[src/rtl/instr_fetch.sv]
// instr_fetch: MIPS fetch stage with IF/ID register, one-entry skid buffer
// and draining of a wrong-path request after a redirect.
module instr_fetch #(
   parameter logic [31:0] PC_RESET = 32'h0000_0000
) (
   input  logic        clk,
   input  logic        rst,
   output logic        imem_req,
   output logic [31:0] imem_addr,
   input  logic        imem_ack,
   input  logic [31:0] imem_rdata,
   input  logic        stall,
   input  logic        branch_taken,
   input  logic [31:0] branch_target,
   output logic        ifid_valid,
   output logic [31:0] ifid_instr,
   output logic [31:0] ifid_pc_plus4,
   output logic [5:0]  ifid_opcode
);
   typedef enum logic [1:0] {FETCH, HOLD, DRAIN} state_t;
   state_t      r_state, w_next;
   logic [31:0] r_pc, r_buf, r_pend_pc, r_instr, r_pc4;
   logic        r_valid;
   logic [31:0] w_pc, w_buf, w_pend, w_instr, w_pc4, w_tgt, w_pc_inc;
   logic        w_valid;
   assign w_tgt    = branch_target & ~32'd3;
   assign w_pc_inc = r_pc + 32'd4;
   always_comb begin
      w_next  = r_state;
      w_pc    = r_pc;
      w_buf   = r_buf;
      w_pend  = r_pend_pc;
      w_valid = r_valid;
      w_instr = r_instr;
      w_pc4   = r_pc4;
      case (r_state)
         FETCH: begin
            if (branch_taken) begin
               {w_valid, w_instr, w_pc4} = '0;
               if (imem_ack) w_pc = w_tgt;
               else begin
                  w_pend = w_tgt;
                  w_next = DRAIN;
               end
            end else if (imem_ack && !stall) begin
               w_valid = 1'b1;
               w_instr = imem_rdata;
               w_pc4   = w_pc_inc;
               w_pc    = w_pc_inc;
            end else if (imem_ack) begin
               w_buf  = imem_rdata;
               w_next = HOLD;
            end else if (!stall) {w_valid, w_instr, w_pc4} = '0;
         end
         HOLD: begin
            if (branch_taken) begin
               {w_valid, w_instr, w_pc4} = '0;
               w_pc   = w_tgt;
               w_next = FETCH;
            end else if (!stall) begin
               w_valid = 1'b1;
               w_instr = r_buf;
               w_pc4   = w_pc_inc;
               w_pc    = w_pc_inc;
               w_next  = FETCH;
            end
         end
         DRAIN: begin
            // The address stays on the old pc until the wrong-path word is acked.
            {w_valid, w_instr, w_pc4} = '0;
            if (branch_taken) w_pend = w_tgt;
            if (imem_ack) begin
               w_pc   = branch_taken ? w_tgt : r_pend_pc;
               w_next = FETCH;
            end
         end
         default: w_next = FETCH;
      endcase
   end
   always_ff @(posedge clk) begin
      if (rst) begin
         r_state   <= FETCH;
         r_pc      <= PC_RESET;
         r_buf     <= '0;
         r_pend_pc <= '0;
         r_valid   <= 1'b0;
         r_instr   <= '0;
         r_pc4     <= '0;
      end else begin
         r_state   <= w_next;
         r_pc      <= w_pc;
         r_buf     <= w_buf;
         r_pend_pc <= w_pend;
         r_valid   <= w_valid;
         r_instr   <= w_instr;
         r_pc4     <= w_pc4;
      end
   end
   assign imem_req      = !rst && (r_state != HOLD);
   assign imem_addr     = r_pc;
   assign ifid_valid    = r_valid;
   assign ifid_instr    = r_instr;
   assign ifid_pc_plus4 = r_pc4;
   assign ifid_opcode   = r_instr[31:26];
endmodule

[config.mk]
export PLATFORM = sky130hd
export DESIGN_NAME = instr_fetch
export DESIGN_NICKNAME = d
export VERILOG_FILES = /design/src/rtl/instr_fetch.sv
export SDC_FILE = /design/constraint.sdc
export NUM_CORES = 1
export LEC_CHECK = 0
export ABC_CLOCK_PERIOD_IN_PS = 2100
export CAP_MARGIN = 25
export CORE_UTILIZATION = 39
export CTS_CLUSTER_DIAMETER = 150
export CTS_CLUSTER_SIZE = 24
export DETAILED_ROUTE_END_ITERATION = 12
export HOLD_SLACK_MARGIN = 0.08
export PLACE_DENSITY = 0.67
export SYNTH_ARGS = -nofsm -noshare
export SYNTH_HDL_FRONTEND = slang
export SYNTH_SLANG_ARGS = --single-unit
[constraint.sdc]
create_clock -name clk -period 2.1 [get_ports clk]
set_input_delay 0.42 -clock clk [delete_from_list [all_inputs] [get_ports clk]]
set_output_delay 0.42 -clock clk [all_outputs]
set_load 0.01 [all_outputs]
==> results of run 1 <==
==> path summary, 6_finish.rpt <==
path / endpoint / slack, ns / cells after the start
min reg2reg: r_pend_pc[29] / 0.45 / 2
min: r_state[0] / 0.26 / 2
max: imem_addr[15] / 0.1 / 2
max reg2reg: imem_addr[24] / 0.13 / 6
==> state kept, by name, summed over array words and instances, names as in the netlist <==
signal	flops
imem_addr	32
r_buf	32
ifid_valid	1
r_state	2
ifid_pc_plus4	32
ifid_instr	32
r_pend_pc	32
==> cell families (layout without fill, tap and decap cells) <==
logic type,count (synthesis),count (layout),share of synthesized area (%)
buffers and inverters,99,316,5.50
multiplexers,5,5,0.681
XOR/XNOR,25,25,2.91
AO/OA/AOI/OAI,244,244,21.2
adder cells (fa/ha/maj),5,5,0.831
AND/OR/NAND/NOR,406,406,25.6
flip-flops,163,163,43.3
==> worst max-delay path, cell delays in order, from the launching register on <==
cell and delay, ns:
dfxtp_1 0.44, buf_4 0.18, clkdlybuf4s50_1 0.53
==> report_power, final <==
group | total, uW | internal (uW) | switching [uW]
clock network | 3130 | 1620 | 1510
logic | 1840 | 898 | 943
registers | 3410 | 3270 | 137
==> stage by stage <==
step	hold WS (ns)	utilization [%]
floorplan	0.432	-
global placement	0.435	53.8
detailed placement	0.442	53.8
CTS	0.243	57.0
global route	0.257	57.2
finish	0.263	57.2
==> final cells by class <==
type	instances	area [um^2]	share of cell area, %
flip-flops and latches	163	3270	30.3
multi-input cells	685	3920	36.4
repair buffers	270	2610	24.2
clock inverters	15	179	1.66
well taps	260	325	3.02
clock buffers	17	425	3.95
inverters	14	52.6	0.488
==> synth_stat cells, types with 3 or more instances <==
cell	n
a31oi_1	7
or2_2	3
xor2_1	16
xnor2_1	9
a21o_1	4
nand4_2	3
or3_1	3
ha_1	5
nor4_1	3
a211oi_1	11
nand4_1	10
and2_1	4
nor2_1	83
a21oi_1	86
inv_1	13
o211ai_1	5
nor3_1	40
nand2_1	188
a2bb2oi_1	6
nand2b_1	7
and4_1	3
a22oi_1	10
and3_1	14
o31ai_1	3
o21ai_0	47
buf_4	8
buf_2	4
nand3_1	17
dfxtp_1	163
nor3b_1	3
o32ai_1	7
mux2i_1	4
clkbuf_1	69
buf_1	3
or4_1	4
nor2b_1	3
nand3b_1	3
a221oi_1	35
==> what timing repair did <==
action / in CTS / in global routing
cloned: 0 / 0
hold buffers: 0 / 0
endpoints found under the setup margin: 3 / 18
buffers inserted: 0 / 1
gates resized for setup: 3 / 10
pin swaps: 0 / 2
==> routing by layer <==
layer  share of wire [%]  GRT usage, %  routed length [um]
met5                   0             0                   0
met4                 2.5          9.50                 592
met3                 7.2          5.06                1720
met2                  43          35.1               10300
met1                  47          34.7               11200
==> metrics, run 1 <==
Slew headroom 64.6%; dpl cells ~1.4k; largest net degree at the start of global routing 76; DRC violations left 0; global-route wire length before repair around 38000 um; Worst Setup End Kind output pin; Syn Inst Count about 950; vias per std cell around 5.5; Worst Hold Class in -> reg; Final WS setup about 0.099 ns; Setup Total Neg Slack 0 ns; Worst-path clk slew about 0.070 ns; grt total ovfl 0; vias in the first global route around 6.9k; Port Buffer Count 170; Post-Layout Inst Area ~11000 um^2; Die W 141 um; placed cell areas 10100 um^2; pre-CTS WS -0.207 ns; initial core utilization 40.0%; dpl hpwl 16800 um; Final Cycle Share 95.3%; Avg Cell Area, Syn a little under 8 um^2; DR vias 7783; Worst EP required 1.68 ns; Peak Freq roughly 500 MHz; Critical Path Fanout Max 6; CTS tree yes; total core area 18800 um^2; synth unique cells 68; R2R Path Start imem_addr[12]; final cell count without fillers 1424; number of synthesized flops with an enable pin 0; CTS Sinks 163; outcome completed; Syn Nets roughly 1.0k; commonest non-fill, non-tap cell in the layout nand2_1; Final setup viols 0; fin nets 1225; area grow syn2layout 43.0%; Die Ht 141 um; initial antenna violation count 0; worst hold path startpoint rst; Ant. Diodes 0; Worst-Margin Slew ~0.53 ns; clock latency on the worst-skew pair about 0.43 ns; Max Slew Vio Count 0; Root Buffer clkbuf_16; die area 19900 um^2; asr flop ratio synth 0%; max-cap violations 0; I/O pins 173; Primary FF master, synth dfxtp_1; CTS buffer count 17; Pwr Total between 8000 and 9000 uW; Seq/Total Area, Yosys 43.3%; Syn. warnings 0; length of the first detailed-routing pass in iterations 5; post-route minimum period 2.00 ns; starting DRC count in detailed routing around 730; # rows 50; ANT nets after route 0; GRT Total Usage approximately 24%; VDD IR max a little under 600 uV; GPL Wtd Cong 0.894; Critical Path AT 1.58 ns; CP Launch Type flip-flop; Hold Fails Final Rpt 0; Synth area leaders dfxtp_1 43%, nand2_1 9.4%, a21oi_1 5.7%; Pwr Density 778 nW/um^2; Synth area leader dfxtp_1; share of cells above drive strength 1 between 10% and 20%; final wirelength around 24000 um; wire length per cell around 17 um; Crit Path Class reg -> out; most frequent cells in the layout 188 x nand2_1, 167 x clkdlybuf4s50_1, 161 x dfxtp_1; RSZ-0062 raised after global routing false; CTS max path bufs 2; leakage power around 0.004 uW; Yosys reg bits 163; Post-Syn Area 7530 um^2; post-synth top area share between 40% and 50%; filler instances around 1.7k; Final Skew 0.0127 ns; H-Tree Depth 4; CP startpoint imem_addr[15]
Power figures use the tool's default switching activity.
==> inputs of run 2 (changes only) <==
--- a/config.mk
+++ b/config.mk
@@ -8,7 +8,6 @@
 export ABC_CLOCK_PERIOD_IN_PS = 2100
 export CAP_MARGIN = 25
 export CORE_UTILIZATION = 39
-export CTS_CLUSTER_DIAMETER = 150
 export CTS_CLUSTER_SIZE = 24
 export DETAILED_ROUTE_END_ITERATION = 12
 export HOLD_SLACK_MARGIN = 0.08
==> results of run 2 <==
Same layout as run 1: the final DEF is identical, and so are final timing and power.
==> inputs of run 3 (changes only) <==
--- a/config.mk
+++ b/config.mk
@@ -6,7 +6,7 @@
 export NUM_CORES = 1
 export LEC_CHECK = 0
 export ABC_CLOCK_PERIOD_IN_PS = 2100
-export CAP_MARGIN = 25
+export CAP_MARGIN = 20
 export CORE_UTILIZATION = 39
 export CTS_CLUSTER_SIZE = 24
 export DETAILED_ROUTE_END_ITERATION = 12
==> results of run 3 <==
Same layout as run 1: the final DEF is identical, and so are final timing and power.
